--- src/rtl/spi_pkg.sv ---
// Shared types and constants for the SPI slave transfer block.
// Covers the FSM state encoding, the mode encoding and the default receive word.
package spi_pkg;

  typedef enum logic {
    IDLE   = 1'b0,
    ACTIVE = 1'b1
  } state_t;

  // Mode number is {CPOL, CPHA}
  localparam logic [1:0] SPI_MODE0 = 2'b00;
  localparam logic [1:0] SPI_MODE1 = 2'b01;
  localparam logic [1:0] SPI_MODE2 = 2'b10;
  localparam logic [1:0] SPI_MODE3 = 2'b11;

  localparam logic [31:0] SPI_DEFAULT_RESET_VAL = 32'h1000_234A;

  function automatic logic sample_on_rise(input logic [1:0] mode);
    logic r;
    r = 1'b0;
    case (mode)
      SPI_MODE0, SPI_MODE3: r = 1'b1;
      SPI_MODE1, SPI_MODE2: r = 1'b0;
    endcase
    return r;
  endfunction

endpackage

--- src/rtl/sync_2ff.sv ---
// Two-flop synchroniser for one asynchronous input; 2 clk latency.
// The reset value lets idle-high lines (chip select, CPOL=1 clock) come out of reset inactive.
module sync_2ff #(
  parameter logic RST_VAL = 1'b0
) (
  input  logic clk,
  input  logic reset,
  input  logic d,
  output logic q
);

  logic meta;

  always_ff @(posedge clk or negedge reset) begin
    if (!reset) begin
      meta <= RST_VAL;
      q    <= RST_VAL;
    end else begin
      meta <= d;
      q    <= meta;
    end
  end

endmodule

--- src/rtl/spi_slave_xfer.sv ---
// Full-duplex SPI slave, all CPOL/CPHA modes, back-to-back words under one chip select.
// Pin sample edge to rx_valid is 4 clk; tx_data is latched with a one-cycle tx_ready strobe.
module spi_slave_xfer
  import spi_pkg::*;
#(
  parameter int               WIDTH     = 32,
  parameter int               CPOL      = 0,
  parameter int               CPHA      = 0,
  parameter int               TIMEOUT   = 0,
  parameter logic [WIDTH-1:0] RESET_VAL = WIDTH'(SPI_DEFAULT_RESET_VAL)
) (
  input  logic             clk,
  input  logic             reset,
  input  logic             cs,
  input  logic             sck,
  input  logic             mosi,
  output logic             miso,
  output logic             miso_oe,
  input  logic [WIDTH-1:0] tx_data,
  output logic             tx_ready,
  output logic [WIDTH-1:0] rx_data,
  output logic             rx_valid,
  output logic             abort
);

  localparam int         CW          = $clog2(WIDTH);
  localparam int         TW          = (TIMEOUT > 0) ? $clog2(TIMEOUT + 1) : 1;
  localparam logic [1:0] MODE        = 2'(CPOL * 2 + CPHA);
  localparam logic       SAMPLE_RISE = sample_on_rise(MODE);
  localparam logic [CW-1:0] LAST_BIT = CW'(WIDTH - 1);
  localparam logic [TW-1:0] TO_MAX   = TW'(TIMEOUT);

  logic cs_s, sck_s, mosi_s, sck_d;
  logic sck_rise, sck_fall, sample_edge, shift_edge, timeout_hit;
  state_t state, state_nxt;
  logic load, shift, sample, word_done, word_done_q, abort_nxt, cnt_clr;
  logic [CW-1:0]    bit_cnt;
  logic [TW-1:0]    idle_cnt;
  logic [WIDTH-1:0] rx_shift;
  logic [WIDTH-2:0] tx_shift;

  sync_2ff #(.RST_VAL(1'b1))     u_cs_sync   (.clk(clk), .reset(reset), .d(cs),   .q(cs_s));
  sync_2ff #(.RST_VAL(1'(CPOL))) u_sck_sync  (.clk(clk), .reset(reset), .d(sck),  .q(sck_s));
  sync_2ff #(.RST_VAL(1'b0))     u_mosi_sync (.clk(clk), .reset(reset), .d(mosi), .q(mosi_s));

  assign miso_oe     = ~cs_s;
  assign sck_rise    = sck_s & ~sck_d;
  assign sck_fall    = ~sck_s & sck_d;
  assign sample_edge = SAMPLE_RISE ? sck_rise : sck_fall;
  // For CPHA=1 the shift edge is the leading edge, so the word load lands on it too
  assign shift_edge  = SAMPLE_RISE ? sck_fall : sck_rise;
  assign timeout_hit = (TIMEOUT > 0) && (idle_cnt == TO_MAX) && (bit_cnt != '0)
                       && !(sck_rise || sck_fall);

  always_ff @(posedge clk or negedge reset) begin
    if (!reset) state <= IDLE;
    else        state <= state_nxt;
  end

  always_comb begin
    state_nxt = state;
    load      = 1'b0;
    shift     = 1'b0;
    sample    = 1'b0;
    word_done = 1'b0;
    abort_nxt = 1'b0;
    cnt_clr   = 1'b0;
    case (state)
      IDLE: begin
        if (!cs_s) begin
          state_nxt = ACTIVE;
          load      = (CPHA == 0);
        end
      end
      ACTIVE: begin
        sample    = sample_edge;
        word_done = sample_edge && (bit_cnt == LAST_BIT);
        if (shift_edge && !cs_s) begin
          if (bit_cnt == '0) load  = 1'b1;
          else               shift = 1'b1;
        end
        // A final sample coinciding with cs release still completes the word
        if (cs_s) begin
          state_nxt = IDLE;
          cnt_clr   = 1'b1;
          abort_nxt = !word_done && ((bit_cnt != '0) || sample_edge);
        end else if (timeout_hit) begin
          abort_nxt = 1'b1;
          cnt_clr   = 1'b1;
        end
      end
      default: state_nxt = IDLE;
    endcase
  end

  always_ff @(posedge clk or negedge reset) begin
    if (!reset) begin
      sck_d       <= 1'(CPOL);
      bit_cnt     <= '0;
      idle_cnt    <= '0;
      rx_shift    <= '0;
      tx_shift    <= '0;
      miso        <= 1'b0;
      rx_data     <= RESET_VAL;
      rx_valid    <= 1'b0;
      tx_ready    <= 1'b0;
      abort       <= 1'b0;
      word_done_q <= 1'b0;
    end else begin
      sck_d       <= sck_s;
      tx_ready    <= load;
      abort       <= abort_nxt;
      word_done_q <= word_done;
      rx_valid    <= word_done_q;
      if (word_done_q) rx_data <= rx_shift;

      if (sck_rise || sck_fall)                 idle_cnt <= '0;
      else if (TIMEOUT > 0 && idle_cnt != TO_MAX) idle_cnt <= idle_cnt + TW'(1);

      if (sample) rx_shift <= {rx_shift[WIDTH-2:0], mosi_s};

      if (cnt_clr || word_done) bit_cnt <= '0;
      else if (sample)          bit_cnt <= bit_cnt + CW'(1);

      if (load) begin
        miso     <= tx_data[WIDTH-1];
        tx_shift <= tx_data[WIDTH-2:0];
      end else if (shift) begin
        miso     <= tx_shift[WIDTH-2];
        tx_shift <= tx_shift << 1;
      end
    end
  end

endmodule

--- config.mk ---
export PLATFORM = sky130hd
export DESIGN_NAME = spi_slave_xfer
export DESIGN_NICKNAME = d
export VERILOG_FILES = /design/src/rtl/spi_pkg.sv /design/src/rtl/sync_2ff.sv /design/src/rtl/spi_slave_xfer.sv
export SDC_FILE = /design/constraint.sdc
export NUM_CORES = 1
export LEC_CHECK = 0
export BUFFER_PORTS_ARGS = -buffer_cell sky130_fd_sc_hd__buf_2
export CAP_MARGIN = 20
export CORE_ASPECT_RATIO = 1.75
export CORE_UTILIZATION = 50
export CTS_CLUSTER_SIZE = 25
export DETAILED_ROUTE_END_ITERATION = 7
export GPL_ROUTABILITY_DRIVEN = 0
export HOLD_SLACK_MARGIN = 0.08
export PLACE_DENSITY = 0.75
export SKIP_LAST_GASP = 1
export SLEW_MARGIN = 20
export SYNTH_ARGS = -nofsm -noshare
export SYNTH_HDL_FRONTEND = slang
export SYNTH_SLANG_ARGS = --single-unit
--- constraint.sdc ---
create_clock -name clk -period 2.2 [get_ports clk]
set_input_delay 0.11 -clock clk [delete_from_list [all_inputs] [get_ports clk]]
set_output_delay 0.11 -clock clk [all_outputs]
set_load 0.01 [all_outputs]
# Word-level counts from Yosys, hierarchy flattened
# Index checks and enable logic that the tools add are counted.
classes:
  addsub: 1
  n_eq_ne: 1
  n_mux: 19
  bitwise: 6
  n_reduce_logical: 11
ops:
  columns: ["operator", "count"]
  rows:
  - ["31-bit two-way mux", 2]
  - ["1-bit two-way mux", 14]
  - ["5-bit two-way mux", 2]
  - ["5-bit by 1-bit adder with 5-bit output, second input constant", 1]
  - ["5-bit equality test, second input constant", 1]
  - ["5-bit logical NOT", 1]
  - ["5-bit nonzero test", 1]
  - ["1-bit inverter", 4]
  - ["2-bit nonzero test", 2]
  - ["1-bit logical AND", 3]
  - ["1-bit bitwise AND", 2]
  - ["1-bit logical NOT", 2]
  - ["1-bit logical OR", 2]
  - ["1-bit one-hot mux with 2 select lines", 1]
totals:
  ff_bits: 113
  in_bits: 37
  out_inout_bits: 37
  elab_cells: 55

# Logic depth before layout (Yosys ltp)
depth:
  word_depth: 7
  mapped_depth: 7
  depth_no_buf: 6

# Hierarchy
# A second synthesis with hierarchy kept.
hier_totals:
  cells_unflattened: 380
  hier_area_um2: 5127.4
modules_own_cells:
  columns: ["mod", "n_inst", "cells_each", "area_per_inst_um2", "seq_area_each_um2"]
  rows:
  - ["spi_slave_xfer", 1, 374, 4974.8, 2686.3]
  - ["sync_2ff at u_mosi_sync ...", 2, 2, 50.0, 50.0]
  - ["sync_2ff at u_cs_sync", 1, 2, 52.6, 52.6]

# Worst setup path after synthesis
# OpenSTA, ideal clock, no wires.
synth_path:
  path_kind: "flip-flop to flip-flop"
  from: "reg bit_cnt[0]"
  to: "reg tx_shift[10]"
  setup_time_ns: 0.129
  arrival_time_ns: 1.615
  required_ns: 2.071
  path_slack_ns: 0.456
  stages_incl_launch_ff: 8
  path_buffers: 2
  synth_period_minus_slack_ns: 1.744
  cell_sequence: "dfrtp_1 > inv_1 > ha_1 > or4b_4 > buf_6 > buf_6 > a221oi_2 > a2bb2oi_1"
synth_via:
  elab_chain_cells: 5
  word_cells_on_any_way: 9
  cone_classes: "mux (7); reduce/logical (2)"
synth_lines:
  columns: ["element", "line_no", "text"]
  rows:
  - ["start: declaration", "spi_slave_xfer.sv:37", "logic [CW-1:0] bit_cnt;"]
  - ["start signal: assignment", "spi_slave_xfer.sv:123", "else if (sample) bit_cnt <= bit_cnt + CW'(1);"]
  - ["5-bit logical NOT (*)", "spi_slave_xfer.sv:79", "if (bit_cnt == '0) load = 1'b1;"]
  - ["1-bit two-way mux", "spi_slave_xfer.sv:79", null]
  - ["1-bit two-way mux", "spi_slave_xfer.sv:78", "if (shift_edge && !cs_s) begin"]
  - ["1-bit one-hot mux with 2 select lines or 1-bit two-way mux (tied branches)", "spi_slave_xfer.sv:68", "case (state)"]
  - ["31-bit two-way mux or 2-bit nonzero test (tied branches)", null, null]
  - ["end signal: assignment", "spi_slave_xfer.sv:127", "tx_shift <= tx_data[WIDTH-2:0];"]
  - ["end signal: assignment", "spi_slave_xfer.sv:130", "tx_shift <= tx_shift << 1;"]
  - ["end: declaration", "spi_slave_xfer.sv:40", "logic [WIDTH-2:0] tx_shift;"]
# Mark *: on every way between the ends. The rest lies on a longest branch, timed or not.
# A chain may end at the register's enable or synchronous reset.

# Worst setup path after layout
layout_path:
  from: "reg bit_cnt[0]"
  to: "reg miso"
layout_via:
  elab_chain_cells: 5
  word_cells_on_any_way: 9
  cone_classes: "mux (7); reduce/logical (2)"
layout_lines:
  columns: ["element", "line_no", "text"]
  rows:
  - ["5-bit logical NOT (*)", "spi_slave_xfer.sv:79", null]
  - ["1-bit two-way mux", "spi_slave_xfer.sv:79", null]
  - ["1-bit two-way mux", "spi_slave_xfer.sv:78", null]
  - ["1-bit one-hot mux with 2 select lines or 1-bit two-way mux (tied branches)", "spi_slave_xfer.sv:68", null]
  - ["1-bit two-way mux or 2-bit nonzero test (tied branches)", null, null]
  - ["end signal: assignment", "spi_slave_xfer.sv:126", "miso <= tx_data[WIDTH-1];"]
  - ["end signal: assignment", "spi_slave_xfer.sv:129", "miso <= tx_shift[WIDTH-2];"]
  - ["end: declaration", "spi_slave_xfer.sv:17", "output logic miso,"]
# Marks and branches as above.

==> results.tsv <==
metric	value	unit
hold_ws	0.103	ns
Mean Syn Cell Area	13.5	sq um
period utilization	0.944	
commonest non-fill, non-tap cell in the layout	dfrtp_1	
P_leak	0.00307	uW
Post-DRT Antenna Nets	0	
Period minus WS final	2.08	ns
Site Rows	48	
clk_skew	0.0142	ns
worst setup path category	flop to flop	
largest net degree at the start of global routing	49	
Root Buffer	clkbuf_16	
core box area	0.00991	sq mm
post-CTS setup buffers	0	
Crit path arrival time	2.35	ns
Die X	78.5	um
overall routing resource usage	0.211	
Slew @ Worst Pin	0.559	ns
r2r setup slk	0.12	ns
slew margin rel.	0.627	
H-tree Lvls	4	
Peak VDD IR	0.000714	V
Max clock buf depth	2	
Post-CTS Resized	0	
vias per inst	5.67	
Synthesized Nets	420	
FMAX	481	MHz
FF-to-FF path depth	5	
Synth Warn #	0	
FF-to-FF Start	bit_cnt[0]	
Max Cap Viol	0	
initial drt markers	182	
residual DRC count	0	
global-route wire length before repair	17500	um
Setup crit end kind	flop	
grt ovf	0	
worst-skew pair later-pin latency	0.41	ns
area delta synth->final	28.7	%
Routed WL	10200	um
cell count after synthesis	380	
final net count	522	
DR WL/cell	16.5	um
EDFF count, synth	0	
total CTS buffers	17	
initial core utilization	0.517	
register clock-pin slew on the reported worst setup and hold paths	0.06	ns
critical path startpoint category	flop	
Post-synth ARST share	1.00	
endpoints failing setup	0	
Yosys reg bits	113	
Cell Area, Synth	0.00513	sq mm
initial antenna violation count	0	
worst path required time	2.47	ns
setup TNS	0	ns
layout cells sized above 1	0.451	
die footprint	0.0107	sq mm
Primary FF master, synth	dfrtp_1	
power per cell area	931	mW/mm^2
most frequent cells in the layout	dfrtp_1 (103), buf_2 (72), mux2_2 (64), dlygate4sd3_1 (36)	
unrepaired setup endpoints after global routing	no	
Crit Path Max Fanout	32	
synth unique cells	33	
DR vias	3515	
# diodes	0	
Reg2Reg Capture Point	miso	
CTS tree	done	
Hold Fails Final Rpt	0	
drt pass-1 iters	4	
post-DP HPWL	6240	um
vias in the first global route	3644	
# IOs	74	
status	finished clean	
Hold Crit Class	input port to async pin	
Die H	136	um
Pins Over Slew Limit	0	
sequential share of the synthesized area	0.554	
Port-buffer cells	73	
clock sinks	113	
-- critical path, cell delays in order (launching register included) --
cell and delay [ns]:
dfrtp_1 0.39, inv_1 0.10, ha_1 0.17, or4b_4 0.74, a221oi_1 0.40, a2bb2oi_1 0.12
-- kinds of logic (layout without fill, tap and decap cells) --
group                    count (synthesis)  in the layout  synth area share
AO/OA/AOI/OAI                          133            133             0.228
XOR/XNOR                                 2              2           0.00342
flip-flops                             113            113             0.554
AND/OR/NAND/NOR                         19             19            0.0247
multiplexers                            65             65             0.143
buffers and inverters                   45            160            0.0398
adder cells (fa/ha/maj)                  3              3           0.00732
-- worst max path at each step --
| stage | from | to | slack [ns] | cells past startpoint |
|---|---|---|---|---|
| floorplan | bit_cnt[0] | tx_shift[10] | 0.46 | 7 |
| global placement | bit_cnt[0] | miso | 0.27 | 5 |
| detailed placement | bit_cnt[0] | miso | 0.21 | 5 |
| CTS | bit_cnt[0] | miso | 0.13 | 5 |
| global route | bit_cnt[0] | miso | 0.01 | 5 |
| finish | bit_cnt[0] | miso | 0.12 | 5 |
-- metrics by stage --
stage,cell area [sq um],std cells,worst slack [ns],total power (uW),util
floorplan,5130,380,0.456,3070,-
global placement,5620,552,0.268,3250,0.567
detailed placement,5620,552,0.211,3280,0.567
CTS,6600,620,0.132,6200,0.666
global route,6600,620,0.0106,6400,0.666
finish,6600,620,0.122,6150,0.666
-- repair_timing --
item | CTS | global route
hold buffers | 36 | 0
setup endpoints to repair | 0 | 0
endpoints found under the hold margin | 140 | 0
-- flip-flops by register name, indices dropped and copies added (netlist names) --
register,flops
rx_data,32
rx_shift,32
tx_shift,31
bit_cnt,5
abort,1
miso,1
rx_valid,1
sck_d,1
state,1
tx_ready,1
u_cs_sync.meta,1
u_cs_sync.q,1
u_mosi_sync.meta,1
u_mosi_sync.q,1
u_sck_sync.meta,1
u_sck_sync.q,1
word_done_q,1
-- synth_stat cells (all sizes together), types with 4 or more instances --
library cell	number	area [sq um]
dfstp	9	236
clkbuf	19	71.3
buf	20	110
nor2	4	15.0
a2bb2oi	31	272
a221oi	31	453
inv	6	22.5
dfrtp	104	2600
o21a	33	248
o21ai	33	165
mux2	64	721
-- report_power, final --
part           internal [uW]  switching, uW
sequential              2300            148
combinational            436            408
clock                   1900            953
total                   4640           1510
-- area by class of cell --
class	count	area [sq um]
Inverter	6	22.5
Tap cell	125	156
Clock buffer	19	433
Clock inverter	13	188
Timing Repair Buffer	122	863
Sequential cell	113	2840
Multi-Input combinational cell	222	2090
Fill cell	711	3310
-- layer usage --
layer  track usage  vias to the layer above  part of all wire
li1              -                     1648                 -
met1         0.248                     1768              0.43
met2         0.363                       83              0.52
met3        0.0483                       16             0.035
met4        0.0895                        0             0.018
met5             0                        -                 0
Note: power is estimated with default switching activity, not from simulation.
